==> config.mk <==
export PLATFORM = sky130hd
export DESIGN_NAME = des_round_sequencer
export DESIGN_NICKNAME = d
export VERILOG_FILES = /design/src/rtl/des_round_sequencer.sv
export SDC_FILE = /design/constraint.sdc
export NUM_CORES = 1
export LEC_CHECK = 0
export CAP_MARGIN = 15
export CORE_UTILIZATION = 47
export CTS_CLUSTER_DIAMETER = 120
export DETAILED_ROUTE_END_ITERATION = 7
export GPL_TIMING_DRIVEN = 0
export PLACE_DENSITY_LB_ADDON = 0.15
export SYNTH_ARGS = -nofsm -noshare
export SYNTH_HDL_FRONTEND = slang
export SYNTH_SLANG_ARGS = --single-unit
==> constraint.sdc <==
create_clock -name clk -period 2 [get_ports clk]
set_input_delay 0.5 -clock clk [delete_from_list [all_inputs] [get_ports clk]]
set_output_delay 0.5 -clock clk [all_outputs]
set_load 0.005 [all_outputs]
==> src/rtl/des_round_sequencer.sv <==
// Control sequencer for the DES core: steps IP, sixteen Feistel rounds and FP,
// issuing per-round key rotation, with a per-stage watchdog and abort path.
module des_round_sequencer #(
  parameter int TIMEOUT_CYCLES = 16,
  parameter int CNT_W          = 8
) (
  input  logic       clk,
  input  logic       rst_n,
  input  logic       start,
  input  logic       decrypt,
  input  logic       abort,
  output logic       start_ready,
  output logic       ip_select,
  input  logic       ip_finish,
  output logic       round_go,
  output logic [4:0] round_num,
  output logic [1:0] key_shift_amt,
  output logic       key_shift_right,
  input  logic       round_done,
  output logic       fp_select,
  input  logic       fp_finish,
  output logic       busy,
  output logic       done,
  output logic       error
);

  typedef enum logic [2:0] {
    S_IDLE  = 3'd0,
    S_IP    = 3'd1,
    S_RGO   = 3'd2,
    S_RWAIT = 3'd3,
    S_FP    = 3'd4
  } state_t;

  localparam logic [CNT_W-1:0] WD_LAST = CNT_W'(TIMEOUT_CYCLES - 1);

  state_t           state, state_nxt;
  logic [4:0]       round_q, round_nxt;
  logic             mode_q, mode_nxt;
  logic [CNT_W-1:0] wd_q;
  logic             waiting, flag, timeout;

  // Encrypt rotation: single-bit shifts in rounds 1, 2, 9 and 16, two otherwise.
  function automatic logic [1:0] enc_shift(input logic [4:0] r);
    return (r == 5'd1 || r == 5'd2 || r == 5'd9 || r == 5'd16) ? 2'd1 : 2'd2;
  endfunction

  // Decrypt walks the encrypt schedule backwards, one round late, starting unrotated.
  function automatic logic [1:0] key_shift(input logic [4:0] r, input logic dec);
    if (r == 5'd0) return 2'd0;
    if (!dec) return enc_shift(r);
    if (r == 5'd1) return 2'd0;
    return enc_shift(5'd18 - r);
  endfunction

  always_comb begin
    waiting = 1'b0;
    flag    = 1'b0;
    case (state)
      S_IP:    begin waiting = 1'b1; flag = ip_finish;  end
      S_RWAIT: begin waiting = 1'b1; flag = round_done; end
      S_FP:    begin waiting = 1'b1; flag = fp_finish;  end
      default: ;
    endcase
    timeout = waiting && !flag && (wd_q == WD_LAST);
  end

  always_comb begin
    state_nxt = state;
    round_nxt = round_q;
    mode_nxt  = mode_q;
    round_go  = 1'b0;
    done      = 1'b0;
    error     = 1'b0;
    case (state)
      S_IDLE: begin
        if (start) begin
          mode_nxt  = decrypt;
          round_nxt = 5'd0;
          state_nxt = S_IP;
        end
      end
      S_IP: begin
        if (ip_finish) begin
          round_nxt = 5'd1;
          state_nxt = S_RGO;
        end
      end
      S_RGO: begin
        round_go  = 1'b1;
        state_nxt = S_RWAIT;
      end
      S_RWAIT: begin
        if (round_done) begin
          if (round_q == 5'd16) begin
            state_nxt = S_FP;
          end else begin
            round_nxt = round_q + 5'd1;
            state_nxt = S_RGO;
          end
        end
      end
      S_FP: begin
        if (fp_finish) begin
          done      = 1'b1;
          round_nxt = 5'd0;
          state_nxt = S_IDLE;
        end
      end
      default: state_nxt = S_IDLE;
    endcase
    // Abort outranks timeout, which outranks any stage completion.
    if (state != S_IDLE && abort) begin
      done      = 1'b0;
      round_nxt = 5'd0;
      state_nxt = S_IDLE;
    end else if (timeout) begin
      error     = 1'b1;
      round_nxt = 5'd0;
      state_nxt = S_IDLE;
    end
  end

  always_ff @(posedge clk or negedge rst_n) begin
    if (!rst_n) begin
      state   <= S_IDLE;
      round_q <= 5'd0;
      mode_q  <= 1'b0;
      wd_q    <= '0;
    end else begin
      state   <= state_nxt;
      round_q <= round_nxt;
      mode_q  <= mode_nxt;
      if (state_nxt != state)
        wd_q <= '0;
      else if (waiting && !flag)
        wd_q <= wd_q + 1'b1;
    end
  end

  // Round 1 still needs the IP output, so its select stays up through the first round.
  assign ip_select       = (state == S_IP) ||
                           ((state == S_RGO || state == S_RWAIT) && round_q == 5'd1);
  assign fp_select       = (state == S_FP);
  assign start_ready     = (state == S_IDLE);
  assign busy            = (state != S_IDLE);
  assign round_num       = round_q;
  assign key_shift_amt   = key_shift(round_q, mode_q);
  assign key_shift_right = mode_q && (round_q != 5'd0);

endmodule

==> impl_metrics.csv, run 1 <==
group,metric,value,unit
floorplanning,die-area,0.00293,mm²
timing,finalSetupViolations,13,
final_layout,layout_commonest_cell,"buf_4",
critical_path,crit_type,"reg2out",
yosys,netlist-cell-type-count,46,
floorplanning,die_x,54.1,µm
yosys,syn_nets,168,
floorplanning,fp.dieH,54.1,µm
final_layout,multi_input_area,0.00102,mm²
timing,whs,0.526,ns
clock_tree,ctsHoldBuffers,0,
clock_tree,insertion_delay,0.30,ns
floorplanning,start_util,0.506,
final_layout,drive_gt1_frac,0.453,
critical_path,cp.required,1.50,ns
grt,grt_pass1_wl,6.18,mm
grt,grt_max_degree,18,
drt,drtIter0Drc,54,
placement,gp_congestion,0.809,
timing,min_period,2.55,ns
run_status,violations,"negative setup slack",
critical_path,end_kind,"primary output",
yosys,yosysSeqAreaShare,0.333,
clock_tree,cts_tree,"built",
critical_path,cp-start-kind,"flip-flop",
yosys,syn_area,0.00128,mm²
yosys,synth_seq_cells,17,
drt,wl_per_cell,19.2,µm
critical_path,worstPathArrival,2.05,ns
final_layout,final_cell_mix,"26 x buf_4, 14 x dfrtp_1, 13 x nand2_1",
timing,clock.fmax,392,MHz
yosys,async_flop_share,1.00,
drt,drc,0,
timing,hold_viol_final,0,
timing,rsz0062_at_grt,"true",
grt,grt.overflow.total,0,
grt,grt_use_total,0.300,
power_and_ir_drop,power.leakage,0.869,nW
critical_path,path_buf_inv,2,
placement,pre_cts_ws,-0.895,ns
timing,slew_headroom,0.468,
yosys,synth_edf_count,0,
critical_path,cp_slowest_cell,"dfrtp_2",
drt,first_pass_iters,4,
power_and_ir_drop,peakVddDrop,881,µV
timing,period_share,1.28,
drt,wl,4.70,mm
critical_path,critPathMaxFanout,6,
yosys,synth_top_cell_area_share,0.333,
timing,tightest_slew,0.796,ns
yosys,avgSynthCellArea,8.24,µm²
clock_tree,h-tree-depth,1,
yosys,synthTopCellsByArea,"dfrtp_1 33%, ha_1 4.9%, nor2_1 4.7%",
final_layout,fill_cells,149,
clock_tree,numCtsBuffers,3,
run_status,status,"finished with violations",
placement,portBuffers,22,
clock_tree,cts_root_buffer,"clkbuf_4",
final_layout,nNetsFinal,228,
final_layout,antenna_cells,0,
power_and_ir_drop,p_per_area,863,mW/mm²
final_layout,final_util,0.817,
drt,vias_per_cell,6.18,
floorplanning,core,0.00252,mm²
timing,worst_slack,-0.553,ns
timing,finalMaxSlewViolations,0,
timing,skew,0.0150,ns
floorplanning,ioPinCount,23,
critical_path,cp_top_family,"compound AO/OA/AOI/OAI gates",
drt,via_count,1507,
grt,grt_pass1_vias,1429,
critical_path,crit_chain,"inv_2, ha_2, nand3_1, a211o_1, o211ai_1, a32oi_1, and2_1, buf_2",
floorplanning,row_count,18,
run,drv_cap,0,
drt,final_antenna_net_count,0,
hold_path,hold_path.class,"reg2reg",
yosys,yosysWarnings,0,
yosys,yosysTopAreaCell,"dfrtp_1",
grt,antenna_found_initial,0,
final_layout,area_growth,61.3,%
critical_path,slowest_delay,0.51,ns
yosys,synth-main-ff-cell,"dfrtp_1",
final_layout,regArea,429,µm²
clock_tree,clockBufferDepth,2,
clock_tree,cts_num_sinks,17,
placement,dp_hpwl,2.27,mm
clock_tree,clk_pin_slew,0.11,ns
yosys,synthCells,155,
==> registers in the layout, indices dropped and copies added (netlist names) <==
signal,count
mode_q,1
round_num,5
state,3
wd_q,8
==> area by class of cell <==
type / count / area share
multi-input cells: 122 / 0.494
repair buffers: 57 / 0.230
flip-flops and latches: 17 / 0.208
inverters: 10 / 0.0194
well taps: 30 / 0.0182
plain buffers: 4 / 0.0176
clock buffers: 4 / 0.0128
==> kinds of logic after synthesis <==
group | after synthesis | synth area share
AO/OA/AOI/OAI | 42 | 0.233
XOR/XNOR | 6 | 0.0411
adder cells (fa/ha/maj) | 5 | 0.0490
buffers and inverters | 16 | 0.0500
flip-flops | 17 | 0.333
multiplexers | 2 | 0.0176
AND/OR/NAND/NOR | 67 | 0.276
==> where the power goes <==
part	switching (mW)	total, mW	internal, mW
clock	0.113	0.190	0.0778
combinational	0.558	1.11	0.554
sequential	0.0818	0.477	0.395
==> Yosys cell counts, drive strengths merged, types with 2 or more instances <==
cell type,count
a2111oi,2
a21oi,8
a32oi,4
and2,2
clkbuf,5
dfrtp,17
ha,5
inv,10
mux2,2
nand2,14
nand2b,5
nand3,6
nor2,17
nor3,6
nor3b,3
o211ai,2
o21ai,9
o221ai,4
o22ai,2
or2,2
or3,5
xnor2,4
xor2,2
==> worst register-to-register path, stage by stage, from the launching register on <==
cell,delay [ns]
dfrtp_1,0.43
or3b_4,0.46
buf_6,0.15
buf_6,0.11
o22a_4,0.27
or3_4,0.35
xor2_2,0.15
nor2_2,0.04
==> timing repair <==
action / in CTS / in global routing
gates resized for setup: 79 / 25
setup endpoints to repair: 16 / 22
pin swaps: 24 / 11
buffers inserted: 32 / 4
==> layer usage <==
metal  up-vias  global-route usage  wire, µm
li1        687                   -         -
met1       710               0.323      1770
met2        86               0.535      2380
met3        24              0.0452       271
met4         0               0.197       274
met5         -                   0         0
==> metrics by stage <==
step	total power, mW	cells	TNS, ns	area [µm²]
after global placement	1.16	207	-6.35	1580
after CTS	1.58	241	-1.36	1950
after global routing	1.86	244	-2.53	2060
after detailed placement	1.19	207	-7.11	1580
final	1.78	244	-1.83	2060
after floorplan	0.905	155	0	1320
==> final timing paths <==
path / start / depth (start not counted) / to / slack [ns]
setup / recovery: round_num[0]$_DFFE_PN0P_ / 8 / key_shift_amt[1] / -0.55
max in group asynchronous: rst_n / 1 / round_num[1]$_DFFE_PN0P_ / 0.79
min in group asynchronous: rst_n / 1 / wd_q[3]$_DFFE_PN0P_ / 0.65
setup reg to reg: state[0]$_DFF_PN0_ / 7 / wd_q[6]$_DFFE_PN0P_ / -0.08
hold reg to reg: wd_q[0]$_DFFE_PN0P_ / 1 / wd_q[0]$_DFFE_PN0P_ / 0.53
hold / removal: wd_q[0]$_DFFE_PN0P_ / 1 / wd_q[0]$_DFFE_PN0P_ / 0.53
Note: power is estimated with default switching activity, not from simulation.
==> inputs of run 2 (changes only) <==
--- a/config.mk
+++ b/config.mk
@@ -11,6 +11,7 @@
 export DETAILED_ROUTE_END_ITERATION = 7
 export GPL_TIMING_DRIVEN = 0
 export PLACE_DENSITY_LB_ADDON = 0.15
+export SLEW_MARGIN = 40
 export SYNTH_ARGS = -nofsm -noshare
 export SYNTH_HDL_FRONTEND = slang
 export SYNTH_SLANG_ARGS = --single-unit
==> run 2 against run 1 <==
  * The run still ends with negative setup slack left
  * Sequential share of layout area is 0.051 points higher
  * Sequential cell count stayed put
  * Clock skew is 0.00072 ns lower
  * Largest power group unchanged
  * Highest routed layer unchanged
  * Hold slack worse by 0.42 ns
  * Maximum frequency is 0.21% lower
  * Combinational power hardly changed
==> impl_metrics.csv, run 2 (synthesized netlist as in run 1, its figures left out) <==
group,metric,value,unit
run_status,status,"finished with violations",
run_status,violations,"negative setup slack",
placement,portBuffers,22,
timing,worst_slack,-0.559,ns
clock_tree,cts_num_sinks,17,
timing,period_share,1.28,
grt,grt_pass1_vias,1429,
power_and_ir_drop,swShare,0.425,
grt,met3_usage,0.0452,
critical_path,cp_slowest_cell,"dfrtp_2",
floorplanning,row_count,18,
critical_path,ff2ff_setup_slack,-0.09,ns
timing,fin_setup_tns,-1.96,ns
final_layout,area_growth,60.9,%
run,drv_cap,0,
timing,rsz0062_at_grt,"true",
timing,finalMaxSlewViolations,0,
power_and_ir_drop,clkPwrFrac,0.108,
final_layout,final_cell_area,0.00206,mm²
timing,slew_headroom,0.678,
grt,grt_use_total,0.300,
power_and_ir_drop,power,1.78,mW
clock_tree,cts_root_buffer,"clkbuf_4",
floorplanning,ioPinCount,23,
power_and_ir_drop,p_per_area,868,mW/mm²
grt,met2_usage,0.535,
final_layout,antenna_cells,0,
hold_path,hold_path.class,"in2async",
power_and_ir_drop,peakVddDrop,865,µV
critical_path,worstPathArrival,2.06,ns
drt,wl_per_cell,19.1,µm
power_and_ir_drop,power.leakage,0.869,nW
drt,drtIter0Drc,70,
final_layout,final_cell_mix,"26 x buf_4, 14 x dfrtp_1, 13 x nand2_1",
critical_path,cp-start-kind,"flip-flop",
grt,grt.overflow.total,0,
clock_tree,h-tree-depth,1,
clock_tree,clk_pin_slew,0.11,ns
grt,use_met1,0.323,
critical_path,critPathMaxFanout,6,
critical_path,r2r-start,"state[0]$_DFF_PN0_",
timing,finalSetupViolations,15,
final_layout,final_util,0.815,
timing,hold_viol_final,0,
grt,busiest_layer,"met2",
final_layout,nNetsFinal,228,
floorplanning,core,0.00252,mm²
timing,min_period,2.56,ns
drt,vias_per_cell,6.27,
power_and_ir_drop,p_seq_frac,0.268,
critical_path,r2r-end,"wd_q[6]$_DFFE_PN0P_",
timing,tightest_slew,0.478,ns
final_layout,drive_gt1_frac,0.458,
grt,grt_max_degree,18,
drt,wl,4.67,mm
timing,clock.fmax,391,MHz
clock_tree,ctsHoldBuffers,0,
critical_path,slowest_delay,0.51,ns
floorplanning,die_x,54.1,µm
clock_tree,cts_tree,"built",
critical_path,crit_type,"reg2out",
power_and_ir_drop,internal-power,1.03,mW
grt,grt_pass1_wl,6.18,mm
critical_path,ff2ff_path_depth,7,
drt,via_count,1530,
floorplanning,start_util,0.506,
placement,placed_area,0.00158,mm²
floorplanning,die-area,0.00293,mm²
drt,drc,0,
final_layout,largest_register_ffs,8,
critical_path,crit_chain,"ha_4, buf_6, and3_4, o21ai_2, o211ai_1, a32oi_1, and2_1, buf_2",
floorplanning,fp.dieH,54.1,µm
critical_path,cp.required,1.50,ns
final_layout,largest_register,"wd_q",
critical_path,end_kind,"primary output",
timing,skew,0.0143,ns
drt,final_antenna_net_count,0,
grt,antenna_found_initial,0,
clock_tree,numCtsBuffers,3,
clock_tree,insertion_delay,0.30,ns
final_layout,layout_commonest_cell,"buf_4",
clock_tree,clockBufferDepth,2,
drt,first_pass_iters,4,
power_and_ir_drop,p_comb_frac,0.624,
placement,gp_congestion,0.809,
power_and_ir_drop,p_sw,0.759,mW
placement,dp_hpwl,2.27,mm
run 2: cell count changes in the layout (fill, tap and decap cells not counted):
cell / before / now
buf_2: 7 / 8
clkdlybuf4s50_1: 9 / 8
run 2: worst max-delay path: cells and delay by family, from the launching register on:
kind                       cells  cell delay, ns
AOI/OAI and AO/OA              3            0.49
adders and majority gates      1            0.21
DFF                            1            0.51
and+or+nand+nor                2            0.32
buffers and inverters          2            0.21
run 2: what timing repair did:
action	4_1_cts	5_1_grt
setup buffers	32	4
resized for setup	79	25
pin swaps	24	11
setup endpoints to repair	16	22
run 2: power by group through the flow:
stage	clock [mW]	sequential [mW]	combinational (mW)
floorplan	0	0.464	0.441
global placement	0	0.482	0.683
detailed placement	0	0.484	0.704
CTS	0.189	0.463	0.927
global route	0.205	0.482	1.18
finish	0.193	0.479	1.11
run 2: worst max-delay path by stage:
stage	slack, ns	cells past startpoint	to	startpoint
after floorplan	0.01	7	key_shift_amt[1]	round_num[1]$_DFFE_PN0P_
after global placement	-0.86	6	error	round_done
after detailed placement	-0.89	6	error	round_done
after CTS	-0.50	8	key_shift_amt[1]	round_num[0]$_DFFE_PN0P_
after global routing	-0.63	8	key_shift_amt[1]	round_num[1]$_DFFE_PN0P_
final	-0.56	8	key_shift_amt[1]	round_num[0]$_DFFE_PN0P_
run 2: metal layers:
layer | vias up | share of wire
li1 | 691 | -
met1 | 728 | 0.40
met2 | 90 | 0.50
met3 | 21 | 0.067
met4 | 0 | 0.039
met5 | - | 0
run 2: cell type report:
cell class | count | area (µm²)
repair buffers | 57 | 469
well taps | 30 | 37.5
fillers | 153 | 467
plain buffers | 4 | 36.3
inverters | 10 | 40.0
flip-flops and latches | 17 | 429
multi-input cells | 122 | 1020
clock buffers | 4 | 26.3
run 2: stage by stage:
stage	cells	hold slack [ns]	worst slack, ns
finish	244	0.107	-0.559
global route	244	0.143	-0.631
CTS	241	0.525	-0.497
detailed placement	207	0.506	-0.895
global placement	207	0.510	-0.861
floorplan	155	0.204	0.0101
==> inputs of run 3 (changes only) <==
--- a/config.mk
+++ b/config.mk
@@ -11,6 +11,7 @@
 export DETAILED_ROUTE_END_ITERATION = 7
 export GPL_TIMING_DRIVEN = 0
 export PLACE_DENSITY_LB_ADDON = 0.15
+export RECOVER_POWER = 100
 export SLEW_MARGIN = 40
 export SYNTH_ARGS = -nofsm -noshare
 export SYNTH_HDL_FRONTEND = slang
==> constraint.sdc (replaced) <==
create_clock -name clk -period 2.1 [get_ports clk]
set_input_delay 0.525 -clock clk [delete_from_list [all_inputs] [get_ports clk]]
set_output_delay 0.525 -clock clk [all_outputs]
set_load 0.005 [all_outputs]
==> run 3 against run 2 <==
  * The run still ends with negative setup slack left
  * Design area is 7.5% lower
  * Die area stayed put
  * Critical path depth stayed put
  * Sequential share of layout area is 1.6 points higher
  * Non-clock buffer count is 3 lower
  * Core utilization is 6.2 points lower
  * Via count is 6.9% lower
  * Highest routed layer unchanged
  * Clock-buffer cell count stayed put
  * First-iteration DRC count is 27% lower
==> impl_metrics.csv, run 3 (synthesized netlist as in run 1, its figures left out) <==
group,metric,value,unit
floorplanning,fp.dieH,54.1,µm
power_and_ir_drop,power.leakage,0.812,nW
drt,wl,3.90,mm
clock_tree,numCtsBuffers,3,
drt,wl_per_cell,16.2,µm
timing,worst_slack,-0.522,ns
critical_path,r2r-start,"state[0]$_DFF_PN0_",
timing,period_share,1.25,
drt,drtIter0Drc,51,
drt,via_count,1425,
final_layout,drive_gt1_frac,0.341,
grt,grt.overflow.total,0,
final_layout,final_cell_area,0.00190,mm²
final_layout,final_util,0.753,
placement,pre_cts_ws,-0.848,ns
timing,skew,0.00426,ns
floorplanning,row_count,18,
final_layout,largest_register,"wd_q",
timing,tightest_slew,0.914,ns
clock_tree,cts_tree,"built",
critical_path,end_kind,"primary output",
timing,finalSetupViolations,6,
final_layout,largest_register_ffs,8,
floorplanning,die_x,54.1,µm
clock_tree,insertion_delay,0.29,ns
drt,final_antenna_net_count,0,
final_layout,antenna_cells,0,
critical_path,ff2ff_path_depth,7,
final_layout,fill_cells,196,
clock_tree,cts_root_buffer,"clkbuf_4",
timing,hold_viol_final,0,
clock_tree,clk_pin_slew,0.10,ns
drt,first_pass_iters,4,
drt,vias_per_cell,5.91,
final_layout,layout_commonest_cell,"buf_4",
placement,dp_hpwl,2.23,mm
drt,drc,0,
final_layout,nNetsFinal,225,
timing,rsz0062_at_grt,"true",
floorplanning,core,0.00252,mm²
power_and_ir_drop,power,1.53,mW
placement,gp_congestion,0.781,
clock_tree,clockBufferDepth,2,
critical_path,ff2ff_setup_slack,0,ns
final_layout,area_growth,48.8,%
clock_tree,h-tree-depth,1,
power_and_ir_drop,p_per_area,807,mW/mm²
timing,finalMaxSlewViolations,0,
floorplanning,ioPinCount,23,
run,drv_cap,0,
critical_path,r2r-end,"wd_q[6]$_DFFE_PN0P_",
timing,slew_headroom,0.391,
critical_path,crit_type,"reg2out",
run_status,violations,"negative setup slack",
grt,antenna_found_initial,0,
final_layout,final_cell_mix,"28 x buf_4, 15 x dfrtp_1, 13 x nand2_1, 13 x nor2_1, 8 x inv_1",
critical_path,worstSetupEndpoint,"key_shift_amt[0]",
critical_path,worstPathArrival,2.10,ns
run_status,status,"finished with violations",
clock_tree,ctsHoldBuffers,0,
placement,portBuffers,22,
timing,fin_setup_tns,-1.27,ns
critical_path,cp-start-kind,"flip-flop",
grt,grt_use_total,0.271,
critical_path,cp.required,1.57,ns
floorplanning,start_util,0.506,
floorplanning,die-area,0.00293,mm²
final_layout,regArea,428,µm²
placement,placed_area,0.00154,mm²
grt,grt_max_degree,18,
final_layout,multi_input_area,932,µm²
critical_path,crit_start,"round_num[0]$_DFFE_PN0P_",
critical_path,critPathMaxFanout,8,
clock_tree,cts_num_sinks,17,
grt,grt_pass1_vias,1325,
power_and_ir_drop,peakVddDrop,802,µV
grt,grt_pass1_wl,5.68,mm
timing,clock.fmax,381,MHz
hold_path,hold_path.class,"in2async",
timing,min_period,2.62,ns
## run 3: changes by cell type in the layout (fill, tap and decap cells not counted), sizes merged
cell           delta
clkbuf            +6
buf              -11
dlygate4sd3       +2
dlymetal6s2s      +1
clkdlybuf4s50     -2
dlygate4sd2       +1
## run 3: repair_timing
| action | in CTS | in global routing |
|---|---|---|
| pin swaps | 15 | 14 |
| gates cloned | 0 | 0 |
| setup buffers | 28 | 4 |
| setup endpoints to repair | 10 | 12 |
| gates resized for setup | 61 | 18 |
| endpoints found under the hold margin | 0 | 0 |
## run 3: cell type report
type / count / share of cell area
well taps: 30 / 0.0197
inverters: 10 / 0.0197
flip-flops and latches: 17 / 0.225
clock buffers: 4 / 0.0138
multi-input cells: 122 / 0.490
repair buffers: 54 / 0.212
plain buffers: 4 / 0.0191
## run 3: metrics by stage
stage / cells / hold WS, ns
finish: 241 / 0.330
global placement: 207 / 0.509
CTS: 238 / 0.541
floorplan: 155 / 0.229
detailed placement: 207 / 0.526
global route: 241 / 0.421
## run 3: how the worst min path moves through the flow
stage	end	slack, ns	depth (start not counted)
after floorplan	mode_q$_DFFE_PN0P_	0.23	0
after global routing	wd_q[1]$_DFFE_PN0P_	0.42	1
after global placement	wd_q[0]$_DFFE_PN0P_	0.51	1
final	wd_q[1]$_DFFE_PN0P_	0.33	1
after CTS	wd_q[0]$_DFFE_PN0P_	0.54	1
after detailed placement	wd_q[0]$_DFFE_PN0P_	0.53	1
## run 3: power breakdown
group / internal [mW] / switching (mW)
Clock: 0.0739 / 0.105
Combinational: 0.452 / 0.455
Sequential: 0.376 / 0.0727
Total: 0.902 / 0.632
## run 3: routing by layer
metal	up-vias	share of wire	wire length, µm	global-route usage
met5	-	0	0	0
met2	52	0.53	2070	0.512
li1	676	-	-	-
met3	2	0.048	187	0.0198
met4	0	0.0064	25	0.0855
met1	695	0.41	1610	0.317
## run 3: worst max-delay path, cell delays in order (launching register included)
cell and delay, ns:
dfrtp_2 0.50, ha_4 0.22, nor4bb_4 0.26, a21oi_1 0.07, o221ai_1 0.20, a32oi_1 0.17, buf_4 0.17, a21oi_2 0.09
buf_2 0.12
